[config.mk]
export PLATFORM = sky130hd
export DESIGN_NAME = uart_rx_to_ram
export DESIGN_NICKNAME = d
export VERILOG_FILES = /design/src/rtl/uart_rx_to_ram.sv
export SDC_FILE = /design/constraint.sdc
export NUM_CORES = 1
export LEC_CHECK = 0
export CAP_MARGIN = 10
export CORE_MARGIN = 5
export CORE_UTILIZATION = 61
export CTS_CLUSTER_DIAMETER = 80
export DETAILED_ROUTE_END_ITERATION = 8
export PLACE_DENSITY_LB_ADDON = 0.3
export SLEW_MARGIN = 10
export SYNTH_ARGS = -nofsm -noshare
export SYNTH_HDL_FRONTEND = slang
export SYNTH_SLANG_ARGS = --single-unit
[constraint.sdc]
create_clock -name clk -period 5 [get_ports clk]
set_input_delay 0.75 -clock clk [delete_from_list [all_inputs] [get_ports clk]]
set_output_delay 0.75 -clock clk [all_outputs]
set_load 0.02 [all_outputs]
[src/rtl/uart_rx_to_ram.sv]
// 8N1 UART receiver that pairs bytes into 16-bit words (high byte first) and
// writes them to consecutive RAM addresses until WORD_COUNT words are loaded.
module uart_rx_to_ram #(
  parameter int unsigned CLKS_PER_BIT = 434,
  parameter int unsigned ADDR_W       = 6,
  parameter int unsigned DATA_W       = 16,
  parameter int unsigned WORD_COUNT   = 64
) (
  input  logic              clk,
  input  logic              reset,
  input  logic              uart_rx,
  output logic              enable_to_ram,
  output logic              write_enable_to_ram,
  output logic [ADDR_W-1:0] address_to_ram,
  output logic [DATA_W-1:0] data_to_ram,
  output logic              busy,
  output logic              load_done,
  output logic              frame_error
);

  localparam int unsigned CntW = $clog2(CLKS_PER_BIT);
  localparam logic [CntW-1:0]   CntHalf  = CntW'(CLKS_PER_BIT / 2 - 1);
  localparam logic [CntW-1:0]   CntFull  = CntW'(CLKS_PER_BIT - 1);
  localparam logic [ADDR_W-1:0] LastAddr = ADDR_W'(WORD_COUNT - 1);

  typedef enum logic [2:0] {StIdle, StStart, StData, StStop, StWaitIdle} state_e;

  state_e            state_q;
  logic              rx_meta_q, rx_s;
  logic [CntW-1:0]   cnt_q;
  logic [2:0]        idx_q;
  logic [7:0]        shift_q;
  logic              byte_valid_q;
  logic              byte_discard_q;
  logic              byte_phase_q;
  logic [7:0]        hi_q;
  logic [ADDR_W-1:0] word_addr_q;

  always_ff @(posedge clk or negedge reset) begin
    if (!reset) begin
      rx_meta_q <= 1'b1;
      rx_s      <= 1'b1;
    end else begin
      rx_meta_q <= uart_rx;
      rx_s      <= rx_meta_q;
    end
  end

  always_ff @(posedge clk or negedge reset) begin
    if (!reset) begin
      state_q        <= StIdle;
      cnt_q          <= '0;
      idx_q          <= '0;
      shift_q        <= '0;
      busy           <= 1'b0;
      frame_error    <= 1'b0;
      byte_valid_q   <= 1'b0;
      byte_discard_q <= 1'b0;
    end else begin
      byte_valid_q   <= 1'b0;
      byte_discard_q <= 1'b0;
      unique case (state_q)
        StIdle: begin
          if (!rx_s) begin
            state_q <= StStart;
            cnt_q   <= '0;
            busy    <= 1'b1;
          end
        end
        StStart: begin
          if (cnt_q == CntHalf) begin
            cnt_q <= '0;
            if (!rx_s) begin
              state_q <= StData;
              idx_q   <= '0;
            end else begin
              // Too short to be a start bit: treat as line noise.
              state_q <= StIdle;
              busy    <= 1'b0;
            end
          end else begin
            cnt_q <= cnt_q + 1'b1;
          end
        end
        StData: begin
          if (cnt_q == CntFull) begin
            cnt_q          <= '0;
            shift_q[idx_q] <= rx_s;
            idx_q          <= idx_q + 1'b1;
            if (idx_q == 3'd7) state_q <= StStop;
          end else begin
            cnt_q <= cnt_q + 1'b1;
          end
        end
        StStop: begin
          if (cnt_q == CntFull) begin
            cnt_q <= '0;
            if (rx_s) begin
              byte_valid_q <= 1'b1;
              state_q      <= StIdle;
              busy         <= 1'b0;
            end else begin
              frame_error    <= 1'b1;
              byte_discard_q <= 1'b1;
              state_q        <= StWaitIdle;
            end
          end else begin
            cnt_q <= cnt_q + 1'b1;
          end
        end
        StWaitIdle: begin
          if (rx_s) begin
            state_q <= StIdle;
            busy    <= 1'b0;
          end
        end
        default: state_q <= StIdle;
      endcase
    end
  end

  always_ff @(posedge clk or negedge reset) begin
    if (!reset) begin
      byte_phase_q        <= 1'b0;
      hi_q                <= '0;
      word_addr_q         <= '0;
      enable_to_ram       <= 1'b0;
      write_enable_to_ram <= 1'b0;
      address_to_ram      <= '0;
      data_to_ram         <= '0;
      load_done           <= 1'b0;
    end else begin
      enable_to_ram       <= 1'b0;
      write_enable_to_ram <= 1'b0;
      // Address advances after the strobe, but stops at the last word.
      if (enable_to_ram && word_addr_q != LastAddr) word_addr_q <= word_addr_q + 1'b1;
      if (byte_discard_q) begin
        byte_phase_q <= 1'b0;
      end else if (byte_valid_q) begin
        if (!byte_phase_q) begin
          hi_q         <= shift_q;
          byte_phase_q <= 1'b1;
        end else begin
          byte_phase_q <= 1'b0;
          if (!load_done) begin
            enable_to_ram       <= 1'b1;
            write_enable_to_ram <= 1'b1;
            address_to_ram      <= word_addr_q;
            data_to_ram         <= {hi_q, shift_q};
            if (word_addr_q == LastAddr) load_done <= 1'b1;
          end
        end
      end
    end
  end

endmodule

==> out/qor.txt <==
CTS
-------------------------------------------------------------------------------------------------
Cts hold-fix bufs ..................................................................            0
Number of buffers created by CTS ...................................................            9
Maximum clock path buffer count ....................................................            2
Clock transition at the registers of the reported paths ............................      0.07 ns
Post-CTS setup buffer count ........................................................            0
CTS sink cnt .......................................................................           68
Source-to-sink clock delay at the later pin of the worst-skew pair .................      0.33 ns
TritonCTS clock tree ...............................................................         done
Clock H-tree levels ................................................................            3
Number of gates given a new drive strength after cts ...............................            0
CTS root buf ....................................................................... sky130_fd_sc_hd__clkbuf_8

FINISH
-------------------------------------------------------------------------------------------------
Nets ...............................................................................          292
Reg area ...........................................................................     1704 um2
Count of filler cells inserted in the layout .......................................          354
Most frequent cells in the layout .................................................. sky130_fd_sc_hd__dfrtp_1 (66), sky130_fd_sc_hd__mux2_2 (38), sky130_fd_sc_hd__clkdlybuf4s50_1 (28)
Area Overhead vs Synth .............................................................       16.38%
Number of standard cells in the final layout excluding fillers .....................          355
Final standard cell utilization of the core ........................................       74.12%
Fraction of layout instances using a drive strength above 1 ........................       23.61%
Ant. Diodes ........................................................................            0
Area of the multi-input gates ......................................................     1262 um2
Most common cell after layout, fill and taps aside ................................. sky130_fd_sc_hd__dfrtp_1

DETAILED ROUTING
-------------------------------------------------------------------------------------------------
Met1 Routed Length .................................................................     2.481 mm
Number of nets still failing antenna checks after routing ..........................            0
Initial detailed-routing violation count ...........................................           76
Final wirelength ...................................................................     5.483 mm
Average wire per cell in the routed design .........................................     15.45 um
Highest metal layer used by the detailed router ....................................         met4
Drt drc ............................................................................            0
Overall via count from detail_route ................................................         2014
Vias per inst ......................................................................        5.673
Drt first pass iters ...............................................................            4
Routed met3 length .................................................................       183 um
Routed met2 length .................................................................     2.666 mm

GLOBAL ROUTING
-------------------------------------------------------------------------------------------------
Largest net degree at the start of global routing ..................................           55
Aggregate global-route resource usage ..............................................       19.26%
Via count of the first global-routing pass .........................................         2069
Total grt overflow .................................................................            0
Global-route wire length before repair .............................................     9.535 mm
Number of antenna violations at the first check in global routing ..................            0

POWER AND IR DROP
-------------------------------------------------------------------------------------------------
Power density over the cells ....................................................... 271.8 nW/um2
Worst VDD drop .....................................................................     166.0 uV
Leakage ............................................................................     1.661 nW

STATUS
-------------------------------------------------------------------------------------------------
Status ............................................................................. complete, no violations

CRITICAL PATH
-------------------------------------------------------------------------------------------------
Worst flop-to-flop path startpoint .................................................     cnt_q[0]
Cells along the critical path ...................................................... inv_1 > ha_1 > or4b_1 > o31a_1 > a211o_1 > a22o_1
Startpoint of the worst setup timing path ..........................................     cnt_q[0]
Highest net fanout along the worst path ............................................           13
Worst r2r path cells ...............................................................            6
Class of the most critical setup path ..............................................      reg2reg
Startpoint kind of the worst setup timing path .....................................         flop
Req. time, crit path ...............................................................      5.22 ns
Critical path data arrival time ....................................................      2.48 ns
Critical Path Max Stage Delay ......................................................      0.45 ns
Nature of the critical path endpoint ...............................................         flop
Cell at the slowest stage of the critical path ..................................... sky130_fd_sc_hd__o31a_1

PLACED DESIGN
-------------------------------------------------------------------------------------------------
Buffers added on ports .............................................................           29
Final RePlAce weighted congestion ..................................................       0.9277
Number of placed instances, taps included ..........................................          339
DPL Wire Length ....................................................................     3.755 mm

STA
-------------------------------------------------------------------------------------------------
RSZ-0062 raised after global routing ...............................................           no
Slew Viols, Final ..................................................................            0
Tightest Pin Transition ............................................................     1.112 ns
Worst-case clock skew ..............................................................  0.008544 ns
Final hold violations ..............................................................            0
Part of the cycle the worst path needs .............................................       45.27%
Max Clk Rate .......................................................................   0.4418 GHz
Final setup violation count ........................................................            0
Minimum clock period ...............................................................     2.264 ns
Worst slew margin relative to its limit ............................................       25.77%
Setup total negative slack .........................................................         0 ns

SYNTH
-------------------------------------------------------------------------------------------------
Area of the mapped netlist .........................................................     3048 um2
Syn Inst Count .....................................................................          253
Number of flops mapped to enable cells by yosys ....................................            0
Synthesized Nets ...................................................................          262
Flip-flop and latch count after synthesis ..........................................           68
Primary FF master, synth ........................................................... sky130_fd_sc_hd__dfrtp_1
Ys async rst share .................................................................       100.0%
Average cell area after synthesis ..................................................    12.05 um2
Number of distinct library cell variants in the gate-level netlist after synthesis .           47
Ys Warns ...........................................................................            0
Sequential area share after synthesis ..............................................       55.91%

RUN
-------------------------------------------------------------------------------------------------
Max-cap violation count ............................................................            0

DIE
-------------------------------------------------------------------------------------------------
Core Box Area ......................................................................     4786 um2
Placement row count ................................................................           25
Height of the die ..................................................................     80.69 um
Chip Width .........................................................................     80.69 um
Die ar. ............................................................................     6510 um2
Number of top-level design ports ...................................................           30
Starting Density ...................................................................       63.69%

MIN PATH
-------------------------------------------------------------------------------------------------
Classification of the worst-slack hold path ........................................     in2async

[worst paths after layout]
kind	slack, ns	end
max	2.74	idx_q[2]
min	0.32	hi_q[7]
max reg2reg	2.74	idx_q[2]
min reg2reg	0.36	rx_s
max in group asynchronous	3.72	cnt_q[2]
min in group clk	0.36	rx_s
[worst max-delay path, delay by kind of cell, from the launching register on]
kind	cells	cell delay [ns]
AO/OA/AOI/OAI	3	1.03
adder cells (fa/ha/maj)	1	0.16
buffers and inverters	1	0.11
flip-flops	1	0.41
AND/OR/NAND/NOR	1	0.44
[stage by stage]
stage                     total power [W]  setup slack (ns)  cell area, um2  hold WS [ns]
final                           0.0009640             2.736            3547        0.3183
after detailed placement        0.0005779             2.784            3369        0.3484
after global routing             0.001003             2.648            3547        0.3323
after floorplan                 0.0005645             3.023            3048        0.3452
after CTS                       0.0009724             2.764            3547        0.3150
after global placement          0.0005776             2.867            3369        0.3460
[kinds of logic after synthesis]
group,share of synthesized area [%]
compound gates,7.923
xor+xnor,1.724
fa+ha+maj,2.463
buf+inv,2.750
flops,55.91
mux,14.37
simple gates,14.86
[state kept, by name (all words and copies together), names as in the netlist]
register / flops
data_to_ram: 16
busy: 1
frame_error: 1
write_enable_to_ram: 1
word_addr_q: 6
cnt_q: 9
address_to_ram: 6
idx_q: 3
rx_meta_q: 1
byte_discard_q: 1
byte_phase_q: 1
byte_valid_q: 1
shift_q: 8
rx_s: 1
hi_q: 8
state_q: 3
load_done: 1
[where the power goes]
part	leakage, nW	switching, W	internal (W)
registers	0.923	0.00000184	0.000551
clock network	0.0920	0.000205	0.000192
logic	0.646	0.0000111	0.00000210
[metal layers]
layer | vias up | GRT usage [%]
li1 | 963 | -
met1 | 988 | 24.54
met2 | 45 | 30.55
met3 | 18 | 4.148
met4 | 0 | 10.47
met5 | - | 0
[area by class of cell]
class	count	share of cell area, %
clock buffer	10	3.880
clock inverter	6	1.129
inverter	7	0.7407
multi-input combinational	167	35.59
sequential	68	48.04
tap	67	2.363
timing repair buffer	30	8.254
[synthesized netlist by cell type, types with 2 or more instances]
master | count | area share, %
sky130_fd_sc_hd__a21o_1 | 2 | 0.49
sky130_fd_sc_hd__a21oi_1 | 5 | 0.82
sky130_fd_sc_hd__a22o_1 | 3 | 0.86
sky130_fd_sc_hd__buf_1 | 2 | 0.25
sky130_fd_sc_hd__buf_4 | 2 | 0.49
sky130_fd_sc_hd__clkbuf_1 | 5 | 0.62
sky130_fd_sc_hd__dfrtp_1 | 66 | 54
sky130_fd_sc_hd__dfstp_2 | 2 | 1.7
sky130_fd_sc_hd__ha_1 | 6 | 2.5
sky130_fd_sc_hd__inv_1 | 7 | 0.86
sky130_fd_sc_hd__mux2_2 | 38 | 14
sky130_fd_sc_hd__nand2_1 | 23 | 2.8
sky130_fd_sc_hd__nand3_1 | 6 | 0.99
sky130_fd_sc_hd__nand3b_1 | 3 | 0.74
sky130_fd_sc_hd__nand4b_1 | 2 | 0.57
sky130_fd_sc_hd__nor2_1 | 12 | 1.5
sky130_fd_sc_hd__nor2b_1 | 5 | 1.0
sky130_fd_sc_hd__nor3_1 | 7 | 1.1
sky130_fd_sc_hd__nor3b_1 | 2 | 0.49
sky130_fd_sc_hd__nor3b_2 | 3 | 1.2
sky130_fd_sc_hd__nor4_1 | 2 | 0.41
sky130_fd_sc_hd__o211ai_1 | 5 | 1.2
sky130_fd_sc_hd__o21ai_0 | 11 | 1.8
sky130_fd_sc_hd__o22ai_1 | 2 | 0.41
sky130_fd_sc_hd__o31a_1 | 2 | 0.57
sky130_fd_sc_hd__o31ai_1 | 3 | 0.74
sky130_fd_sc_hd__or2_2 | 2 | 0.41
sky130_fd_sc_hd__or3_1 | 2 | 0.41
sky130_fd_sc_hd__xnor2_1 | 2 | 0.57
sky130_fd_sc_hd__xor2_1 | 4 | 1.1
Power figures use the tool's default switching activity.
==> variant (same flow settings) <==
Register the output `data_to_ram` once more, cleared by the reset; this adds one clock of latency there. The other outputs are not delayed to match.
--- a/src/rtl/uart_rx_to_ram.sv
+++ b/src/rtl/uart_rx_to_ram.sv
@@ -24,6 +24,8 @@
   localparam logic [ADDR_W-1:0] LastAddr = ADDR_W'(WORD_COUNT - 1);
 
   typedef enum logic [2:0] {StIdle, StStart, StData, StStop, StWaitIdle} state_e;
+
+  logic [DATA_W-1:0] data_to_ram_s0;
 
   state_e            state_q;
   logic              rx_meta_q, rx_s;
@@ -127,7 +129,7 @@
       enable_to_ram       <= 1'b0;
       write_enable_to_ram <= 1'b0;
       address_to_ram      <= '0;
-      data_to_ram         <= '0;
+      data_to_ram_s0      <= '0;
       load_done           <= 1'b0;
     end else begin
       enable_to_ram       <= 1'b0;
@@ -146,7 +148,7 @@
             enable_to_ram       <= 1'b1;
             write_enable_to_ram <= 1'b1;
             address_to_ram      <= word_addr_q;
-            data_to_ram         <= {hi_q, shift_q};
+            data_to_ram_s0      <= {hi_q, shift_q};
             if (word_addr_q == LastAddr) load_done <= 1'b1;
           end
         end
@@ -154,5 +156,13 @@
     end
   end
 
+  always_ff @(posedge clk or negedge reset) begin
+    if (!reset) begin
+      data_to_ram <= '0;
+    end else begin
+      data_to_ram <= data_to_ram_s0;
+    end
+  end
+
 endmodule
 
Function: same outputs for any inputs over 10 cycles, from zero or initial values and one cycle with reset low; that may be too few to reach the edited logic, so the function may still have changed.
==> variant against the unedited design <==
  * Synthesized area grew 14%
  * Highest routed layer unchanged
  * Total power increased by 23%
  * Cell area is 12% higher
  * Final cell count increased by 4.5%
  * Wire length is 3.3% higher
  * Worst setup slack got worse by 0.12 ns
  * Die area is 13% higher
  * Sequential cell count grew 16
  * Largest power group unchanged
  * Synthesized cell count is 6.3% higher
  * Combinational power grew 11%
==> variant: results (changes against the unedited design) <==
STA
  – Relative slew slack: 0.183 (was 0.258)
  – Final clock skew: 0.0109 ns (was 0.00854 ns)

Route
  – Routed wire length: 5660 um (was 5480 um)
  – Initial DRC count: 148 (was 76)
  – Via density: 5.69 (was 5.67)
  – DR WL met3: 226 um (was 183 um)

Cells and area
  – Post-layout nets: 303 (was 292)
  – FILL cells: 409 (was 354)
  – Biggest regs: data_to_ram x16, data_to_ram_s0 x16, cnt_q x9 (was data_to_ram x16, cnt_q x9)
  – Fraction of layout cells with a size suffix above 1: 0.214 (was 0.236)

Synth
  – Sequential fraction of the synthesis area: 0.604 (was 0.559)
  – Net Count, Synth: 278 (was 262)
  – Synth cell count leaders: dfrtp_1 (82), mux2_2 (36), nand2_1 (20), nor2_1 (13), o21ai_0 (10) (was dfrtp_1 (66), mux2_2 (38), nand2_1 (23), nor2_1 (12), o21ai_0 (11))
  – Yosys cell types: 53 (was 47)
  – Synth area leaders: dfrtp_1 (59%), mux2_2 (12%), ha_1 (2.2%), nand2_1 (2.2%), dfstp_2 (1.5%) (was dfrtp_1 (54%), mux2_2 (14%), nand2_1 (2.8%), ha_1 (2.5%), o21ai_0 (1.8%))

Setup path
  – Critical-path top delay cell: a211oi_1 (was o31a_1)
  – R2R setup slack: 2.62 ns (was 2.74 ns)
  – Crit-path max FO: 11 (was 13)
  – CP arrival: 2.64 ns (was 2.48 ns)

Run status
  – Status: finished clean (unchanged)

Clocking
  – Clock Latency Late Sink: 0.35 ns (was 0.33 ns)

Place
  – GPL Wtd Cong: 0.859 (was 0.928)
  – Post-DP HPWL: 3720 um (was 3760 um)

Pwr
  – Pint: 929 uW (was 746 uW)
  – Power density over the cells: 298 nW/um2 (was 272 nW/um2)
  – P_leak: 1.88 nW (was 1.66 nW)
  – Seq power: 682 uW (was 553 uW)
  – Clk. pwr: 488 uW (was 398 uW)

GRT
  – First-pass GRT wire length: 9840 um (was 9540 um)
  – Largest net degree at the start of global routing: 85 (was 55)
-- variant: worst min-delay path by stage --
stage / slack (ns) / depth (start not counted) / end
final: 0.37 / 0 / rx_s
after global routing: 0.37 / 0 / rx_s
after CTS: 0.37 / 0 / rx_s
after detailed placement: 0.35 / 0 / rx_s
after global placement: 0.35 / 0 / rx_s
after floorplan: 0.35 / 0 / rx_s
-- variant: worst reg2reg max path, delay by kind of cell (launching register included) --
family,cells,cell delay [ns]
AND/OR/NAND/NOR,2,0.49
AO/OA/AOI/OAI,2,1.31
flip-flops,1,0.50
-- variant: kinds of logic after synthesis --
kind of cell	count (synthesis)	synth area share
flip-flops	84	0.604
AND/OR/NAND/NOR	76	0.127
multiplexers	39	0.126
AO/OA/AOI/OAI	38	0.0751
buffers and inverters	20	0.0312
XOR/XNOR	6	0.0151
adder cells (fa/ha/maj)	6	0.0215
-- variant: routing by layer --
layer	GRT usage	vias up
met3	0.0548	7
met5	0	-
li1	-	1013
met2	0.256	46
met1	0.233	1045
met4	0.0705	0
-- variant: cell type report --
class	instances	share of cell area
clock buffer	10	0.0346
clock inverter	6	0.0176
inverter	5	0.00471
multi-input combinational	165	0.320
sequential	84	0.528
tap	72	0.0226
timing repair buffer	29	0.0723
-- variant: stage by stage --
step	total power, mW	std cells	hold WS (ns)	area [um2]	setup slack [ns]
2_1_floorplan	0.696	269	0.345	3480	3.25
3_3_place_gp	0.711	355	0.347	3770	2.81
6_report	1.18	371	0.365	3980	2.62
4_1_cts	1.20	371	0.366	3980	2.68
3_5_place_dp	0.711	355	0.355	3770	2.71
5_1_grt	1.24	371	0.374	3980	2.47
